File: src/rtl/bin_to_ascii_tx_pkg.sv
// Shared definitions for the binary-to-ASCII UART transmit formatter:
// character codes, FSM state encoding and the message-length helper.
package bin_to_ascii_tx_pkg;

   localparam logic [7:0] ASCII_0    = 8'h30;
   localparam logic [7:0] ASCII_A    = 8'h41;
   localparam logic [7:0] ASCII_STAR = 8'h2A;
   localparam logic [7:0] ASCII_HASH = 8'h23;
   localparam logic [7:0] ASCII_CR   = 8'h0D;
   localparam logic [7:0] ASCII_LF   = 8'h0A;

   typedef enum logic [1:0] {
      IDLE   = 2'd0,
      LOAD   = 2'd1,
      WAIT   = 2'd2,
      FINISH = 2'd3
   } state_t;

   // Characters per message: one per nibble plus the optional CR/LF pair.
   function automatic logic [3:0] char_count(input int nibbles, input bit crlf);
      return 4'(nibbles + (crlf ? 2 : 0));
   endfunction

endpackage

File: src/rtl/bin_to_ascii_tx_nibble_to_ascii.sv
// Combinational keypad-style nibble encoder: 0-9, A-D, '*' (14), '#' (15).
// Inverse of the receive-side ASCII-to-binary decoder.
module nibble_to_ascii
   import bin_to_ascii_tx_pkg::*;
(
   input  logic [3:0] i_nibble,
   output logic [7:0] o_ascii
);

   always_comb begin
      // NOTE: assign a default before any branch so no path leaves o_ascii
      // unassigned, which would infer a latch.
      o_ascii = ASCII_HASH;
      if (i_nibble <= 4'd9) begin
         o_ascii = ASCII_0 + {4'd0, i_nibble};
      end else if (i_nibble <= 4'd13) begin
         o_ascii = ASCII_A + {4'd0, i_nibble - 4'd10};
      end else if (i_nibble == 4'd14) begin
         o_ascii = ASCII_STAR;
      end
   end

endmodule

File: src/rtl/bin_to_ascii_tx.sv
// Streams a captured binary word as ASCII characters into a UART TX,
// one byte per tx_start/tx_done handshake, with an optional CR/LF tail.
module bin_to_ascii_tx
   import bin_to_ascii_tx_pkg::*;
#(
   parameter int NIBBLES   = 4,
   parameter bit SEND_CRLF = 1'b1
) (
   input  logic                 clk,
   input  logic                 rst_n,
   input  logic                 start,
   input  logic [4*NIBBLES-1:0] value,
   output logic [7:0]           tx_data,
   output logic                 tx_start,
   input  logic                 tx_done,
   output logic                 busy,
   output logic                 done
);

   localparam logic [3:0] LAST_IDX = char_count(NIBBLES, SEND_CRLF) - 4'd1;
   localparam logic [3:0] CR_IDX   = 4'(NIBBLES);

   state_t               r_state, w_state_nxt;
   logic [4*NIBBLES-1:0] r_word, w_word_nxt;
   logic [3:0]           r_idx, w_idx_nxt;
   logic [7:0]           r_tx_data, w_tx_data_nxt;
   logic                 r_tx_start, w_tx_start_nxt;
   logic                 r_busy, w_busy_nxt;
   logic                 r_done, w_done_nxt;
   logic [7:0]           w_nib_ascii;
   logic [7:0]           w_char;

   // The word shifts left after each digit, so the current digit is always on top.
   nibble_to_ascii u_nibble_to_ascii (
      .i_nibble (r_word[4*NIBBLES-1 -: 4]),
      .o_ascii  (w_nib_ascii)
   );

   always_comb begin
      w_char = w_nib_ascii;
      if (r_idx == CR_IDX) begin
         w_char = ASCII_CR;
      end else if (r_idx > CR_IDX) begin
         w_char = ASCII_LF;
      end
   end

   always_comb begin
      w_state_nxt    = r_state;
      w_word_nxt     = r_word;
      w_idx_nxt      = r_idx;
      w_tx_data_nxt  = r_tx_data;
      w_tx_start_nxt = 1'b0;
      w_busy_nxt     = r_busy;
      w_done_nxt     = 1'b0;
      case (r_state)
         IDLE: begin
            if (start) begin
               w_word_nxt  = value;
               w_idx_nxt   = 4'd0;
               w_busy_nxt  = 1'b1;
               w_state_nxt = LOAD;
            end
         end
         LOAD: begin
            w_tx_data_nxt  = w_char;
            w_tx_start_nxt = 1'b1;
            w_state_nxt    = WAIT;
         end
         WAIT: begin
            if (tx_done) begin
               if (r_idx == LAST_IDX) begin
                  w_done_nxt  = 1'b1;
                  w_busy_nxt  = 1'b0;
                  w_state_nxt = FINISH;
               end else begin
                  w_idx_nxt   = r_idx + 4'd1;
                  w_word_nxt  = r_word << 4;
                  w_state_nxt = LOAD;
               end
            end
         end
         FINISH: begin
            w_state_nxt = IDLE;
         end
         default: begin
            w_state_nxt = IDLE;
         end
      endcase
   end

   // NOTE: sequential state uses non-blocking assignments so every register
   // samples the pre-edge values, independent of statement order.
   always_ff @(posedge clk or negedge rst_n) begin
      if (!rst_n) begin
         r_state    <= IDLE;
         r_word     <= '0;
         r_idx      <= 4'd0;
         r_tx_data  <= 8'h00;
         r_tx_start <= 1'b0;
         r_busy     <= 1'b0;
         r_done     <= 1'b0;
      end else begin
         r_state    <= w_state_nxt;
         r_word     <= w_word_nxt;
         r_idx      <= w_idx_nxt;
         r_tx_data  <= w_tx_data_nxt;
         r_tx_start <= w_tx_start_nxt;
         r_busy     <= w_busy_nxt;
         r_done     <= w_done_nxt;
      end
   end

   assign tx_data  = r_tx_data;
   assign tx_start = r_tx_start;
   assign busy     = r_busy;
   assign done     = r_done;

endmodule

File: config.mk
export PLATFORM = sky130hd
export DESIGN_NAME = bin_to_ascii_tx
export DESIGN_NICKNAME = d
export VERILOG_FILES = /design/src/rtl/bin_to_ascii_tx_pkg.sv /design/src/rtl/bin_to_ascii_tx_nibble_to_ascii.sv /design/src/rtl/bin_to_ascii_tx.sv
export SDC_FILE = /design/constraint.sdc
export NUM_CORES = 1
export LEC_CHECK = 0
export ABC_AREA = 1
export ABC_CLOCK_PERIOD_IN_PS = 1570
export BUFFER_PORTS_ARGS = -buffer_cell sky130_fd_sc_hd__buf_2
export CAP_MARGIN = 10
export CELL_PAD_IN_SITES_DETAIL_PLACEMENT = 1
export CELL_PAD_IN_SITES_GLOBAL_PLACEMENT = 1
export CORE_MARGIN = 1.5
export CORE_UTILIZATION = 40
export DETAILED_ROUTE_END_ITERATION = 8
export GPL_TIMING_DRIVEN = 0
export PLACE_DENSITY_LB_ADDON = 0.1
export SLEW_MARGIN = 10
export SYNTH_ARGS = -nofsm -noshare
export SYNTH_HDL_FRONTEND = slang
export SYNTH_SLANG_ARGS = --single-unit
File: constraint.sdc
create_clock -name clk -period 1.57 [get_ports clk]
set_input_delay 0.157 -clock clk [delete_from_list [all_inputs] [get_ports clk]]
set_output_delay 0.157 -clock clk [all_outputs]
set_load 0.005 [all_outputs]
Yosys cells after proc, flatten, opt, wreduce, memory -nomap -nowiden
Cells that the tools add are included.
W data, S select, Z words.
- equality and inequality tests: 10
- add/sub/neg operators: 4
- reductions and logical operators: 5
- magnitude comparators: 3
- mux-type cells: 25
- operators with widths (cell ; count):
    $mux W16 ; 3
    $mux W8 ; 4
    $pmux W16 S2 ; 1
    $mux W4 ; 4
    $add A7 B4 Y8 const A ; 1
    $eq A4 B3 Y1 const B ; 2
    $le A4 B4 Y1 const B ; 2
    $ne A2 B2 Y1 const B ; 4
    $pmux W2 S4 ; 1
    $pmux W4 S2 ; 1
    $reduce_and A4 Y1 ; 2
    $add A6 B4 Y7 const A ; 1
    $mux W1 ; 7
    $mux W2 ; 3
    $add A4 B1 Y4 const B ; 1
    $eq A2 B2 Y1 const B ; 2
    $eq A4 B4 Y1 const B ; 1
    $gt A4 B3 Y1 const B ; 1
    $sub A4 B4 Y4 const B ; 1
    $eq A2 B1 Y1 const B ; 1
    $logic_not A2 Y1 ; 1
    $pmux W1 S2 ; 1
    $reduce_and A2 Y1 ; 1
    $reduce_bool A2 Y1 ; 1
- logic and storage cells: 54
- flip-flop bits (word level): 33
- bits of input ports: 20
- output and inout bits: 11

Longest topological paths before layout
- depth after elaboration: 6
- gate-level depth with buffers: 10
- depth with buffers taken out: 10

Hierarchy
Synthesis repeated with hierarchy kept, for this count alone.
- cells, all modules: 243
- area total of the unflattened synthesis: 1851.8 um2
- by module, submodules not included (module ; sequential area each (um2) ; cells each ; area an instance (um2) ; times used):
    bin_to_ascii_tx ; 825.8 ; 200 ; 1567.8 ; 1
    nibble_to_ascii ; 0.0 ; 43 ; 284.0 ; 1

Worst setup path before layout
No wires, ideal clock.
- kind: reg-to-reg
- start point: register r_word[13]
- end point: register r_tx_data[2] (netlist: tx_data[2])
- data required time: 1505 ps
- clock period less this slack: 1417 ps
- data arrival time: 1352 ps
- setup time: 65 ps
- path buffers: 0
- setup slack: 153 ps
- cell stages (with the launch flop): 10
- path through: dfrtp_1 > inv_1 > ha_1 > nor2_1 > nor2_1 > nor2_1 > nand2_1 > o21ai_0 > nand2_1 > nand2_1
- word-level cells in the longest chain between the ends: 6
- elaborated cells between the ends (all ways): 9
- those cells by class: add/sub (3); order compare (2); mux (4)
- ends and longest elaborated chain (what ; RTL line ; text):
    start, declared ; bin_to_ascii_tx.sv:24 ; logic [4*NIBBLES-1:0] r_word, w_word_nxt;
    start signal, assigned ; bin_to_ascii_tx.sv:105 ; r_word <= w_word_nxt;
    $sub A4 B4 Y4 ; bin_to_ascii_tx_nibble_to_ascii.sv:17 ; o_ascii = ASCII_A + {4'd0, i_nibble - 4'd10};
    $add A7 B4 Y8 ; bin_to_ascii_tx_nibble_to_ascii.sv:17 ;
    $mux W8 ; bin_to_ascii_tx_nibble_to_ascii.sv:16 ; end else if (i_nibble <= 4'd13) begin
    $mux W8 * ; bin_to_ascii_tx_nibble_to_ascii.sv:14 ; if (i_nibble <= 4'd9) begin
    $mux W8 * ; bin_to_ascii_tx.sv:43 ; end else if (r_idx > CR_IDX) begin
    $mux W8 * ; bin_to_ascii_tx.sv:41 ; if (r_idx == CR_IDX) begin
    end signal, assigned ; bin_to_ascii_tx.sv:107 ; r_tx_data <= w_tx_data_nxt;
    end, declared ; bin_to_ascii_tx.sv:26 ; logic [7:0] r_tx_data, w_tx_data_nxt;
Mark *: on every way between the ends. The rest lies on a longest branch, timed or not.
A chain may end at the register's enable or synchronous reset.

Worst setup path after layout
- start point: register r_word[12]
- end point: register r_tx_data[2] (netlist: tx_data[2])
The elaborated chain is that of the path after synthesis.

==> impl_metrics.env <==
export IMPL_status="complete, no violations"
export IMPL_path_class="flop to flop"
export IMPL_fin_area_um2=2118
export IMPL_crit_cells=9
export IMPL_syn_instance_count=213
export IMPL_critPathLaunch="r_word[12]"
export IMPL_cp_arrival_ps=1710
export IMPL_maxCapViolCount=0
export IMPL_tritoncts="built"
export IMPL_final_layout_size_suffix_gt1_share_pct=28.74
export IMPL_io_buffers=29
export IMPL_wirelength_um=4158
export IMPL_synth_ff_latch_count=32
export IMPL_synth_top_cell_by_area="dfrtp_1"
export IMPL_first_pass_iters=4
export IMPL_vias=1487
export IMPL_critical_path_most_common_cell="nand2_1"
export IMPL_final_cell_mix="nand2_1 (55), dfrtp_1 (31), buf_2 (30)"
export IMPL_tightest_slew_ps=739.8
export IMPL_min_path_type="input pin to flop"
export IMPL_clkLatencyLatePin_ps=280
export IMPL_n_antenna_cell=0
export IMPL_skew_ps=7.244
export IMPL_clock_sinks=32
export IMPL_cts_buffer_depth=2
export IMPL_end_kind="flop"
export IMPL_netlist_area_um2=1722
export IMPL_synth_top_family_by_area="simple AND/OR/NAND/NOR gates"
export IMPL_area_growth_syn_to_layout_pct=23.04
export IMPL_slew_viol_final=0
export IMPL_irDropWorstVdd_uv=760.6
export IMPL_yosysTopAreaCellShare_pct=46.51
export IMPL_yosys_warnings=0
export IMPL_dpl_cell_area_um2=1929
export IMPL_crit_required_ps=1780
export IMPL_pwr_density_cell_nw_per_um2=1948
export IMPL_synthAdderAreaFrac_pct=5.814
export IMPL_die_h_um=68.61
export IMPL_cts_max_level=2
export IMPL_synth_area_mux_share_pct=0
export IMPL_vias_per_cell=4.891
export IMPL_synth_net_count=241
export IMPL_grt_use_total_pct=20.00
export IMPL_fin_crit_ps=1496
export IMPL_gp_congestion=0.7549
export IMPL_start_util_pct=42.43
export IMPL_synth_distinct_cells=23
export IMPL_grt_pass1_vias=1526
export IMPL_grt_overflow=0
export IMPL_syn_area_per_cell_um2=8.083
export IMPL_crit_end="tx_data[2]"
export IMPL_cpMaxStageDelayCell="dfrtp_1"
export IMPL_cp_max_fo=4
export IMPL_slew_headroom_pct=50.68
export IMPL_path_clk_slew_ps=70
export IMPL_p_leak_nw=1.069
export IMPL_drcViolationCount=0
export IMPL_finalSetupViolCount=0
export IMPL_ant_nets=0
export IMPL_path_cells="inv_2 -> ha_4 -> nor2_4 -> nor2_1 -> nor2_2 -> nand2_2 -> o21ai_1 -> nand2_1 -> nand2_1"
export IMPL_antenna_found_initial=0
export IMPL_r2r_start="r_word[12]"
export IMPL_worstRegToRegCells=9
export IMPL_drt_iter0_markers=43
export IMPL_period_share_pct=95.27
export IMPL_grt_pass1_wl_um=6955
export IMPL_synth_area_leaders="dfrtp_1 (47%), nand2_1 (13%), o21ai_0 (7.8%)"
export IMPL_synth_compound_area_share_pct=15.63
export IMPL_core_area_um2=4058
export IMPL_grt_max_degree=33
export IMPL_worst_r2r_endpoint="tx_data[2]"
export IMPL_final_common_cell="nand2_1"
export IMPL_ys_seq_area_share_pct=46.51
export IMPL_worstSetupStartpointType="flop"
export IMPL_cts_buffers=5
export IMPL_yosys_area_share_simple_pct=20.13
export IMPL_rrSetupSlack_ps=70
export IMPL_die_x_um=68.61
export IMPL_dp_hpwl_um=2982
export IMPL_dieArea_um2=4707
export IMPL_path_delay_family="simple AND/OR/NAND/NOR gates"
export IMPL_slowest_delay_ps=410
export IMPL_final_nets=281
export IMPL_cts_root_buf="clkbuf_8"
export IMPL_wl_per_cell_um=13.68
export IMPL_io_pins=31
export IMPL_utilization_pct=52.20
export IMPL_row_count=23
export IMPL_fmax_ghz=0.6686
export IMPL_synth_xor_area_share_pct=1.526
export IMPL_cp_num_buf_inv=1
export IMPL_hold_viol=0
-- per-layer routing --
metal	vias to the layer above	part of all wire, %	wire (um)	global-route usage, %
li1	753	-	-	-
met5	-	0	0	0
met4	0	1.2	48	6.750
met1	693	46	1898	23.95
met2	35	49	2057	34.62
met3	6	3.7	153	5.195
-- report_power, final --
part           switching [mW]  internal [mW]  leakage [nW]  total, mW
Combinational            1.28          0.811         0.625       2.09
Sequential              0.208           1.17         0.399       1.38
Clock                   0.298          0.358        0.0455      0.655
Total                    1.79           2.34          1.07       4.13
-- worst min-delay path: cells and delay by family --
family          cells  cell delay, ps
compound gates      1              60
buf+inv             1              70
simple gates        1              70
-- cell usage after synthesis, drive strengths merged --
| master | count |
|---|---|
| xor2 | 3 |
| nand4 | 2 |
| ha | 8 |
| conb | 1 |
| a21oi | 6 |
| o31ai | 1 |
| dfrtp | 32 |
| nand3 | 13 |
| o21ai | 38 |
| o211ai | 2 |
| clkbuf | 3 |
| inv | 31 |
| buf | 5 |
| nand2 | 58 |
| nor2 | 10 |
-- through the flow --
stage / hold slack [ps] / instances / setup TNS (ps) / power, mW / worst slack (ps)
2_1_floorplan: -138.6 / 213 / 0 / 2.695 / 152.9
3_3_place_gp: 252.7 / 292 / -104.6 / 3.198 / -104.6
3_5_place_dp: 268.1 / 292 / -97.52 / 3.280 / -97.52
4_1_cts: 108.1 / 301 / -1.743 / 3.983 / -1.743
5_1_grt: 123.9 / 304 / -17.71 / 4.542 / -17.71
6_report: 113.8 / 304 / 0 / 4.126 / 74.34
-- worst min path at each step --
| stage | endpoint | start | slack (ps) | cells past startpoint |
|---|---|---|---|---|
| 5_1_grt | r_state[1] | tx_done | 120 | 2 |
| 3_3_place_gp | busy | rst_n | 250 | 1 |
| 2_1_floorplan | busy | rst_n | -140 | 0 |
| 3_5_place_dp | busy | rst_n | 270 | 1 |
| 6_report | r_word[2] | value[2] | 110 | 3 |
| 4_1_cts | r_state[1] | tx_done | 110 | 2 |
-- layout make-up --
type	instances	area, um^2
Timing Repair Buffer	33	177.7
Inverter	31	116.4
Sequential cell	32	802.0
Clock buffer	8	90.09
Buffer	8	60.06
Multi-Input combinational cell	142	809.5
Tap cell	50	62.56
Fill cell	541	1939
-- flip-flops by register name (all words and copies together), names as in the netlist --
signal / count
busy: 1
done: 1
r_idx: 4
r_state: 2
r_word: 16
tx_data: 7
tx_start: 1
-- logic make-up (layout without fill, tap and decap cells) --
group	after synthesis	in the layout
buf+inv	39	80
other cells	1	1
fa+ha+maj	8	8
xor+xnor	3	3
flops	32	32
simple gates	83	83
compound gates	47	47
-- repair_timing --
item / in CTS / in global routing
pin swaps: 0 / 5
endpoints found under the setup margin: 5 / 24
resized for setup: 5 / 22
setup buffers: 0 / 3
hold buffers: 1 / 0
hold endpoints to repair: 32 / 0
Power figures use the tool's default switching activity.
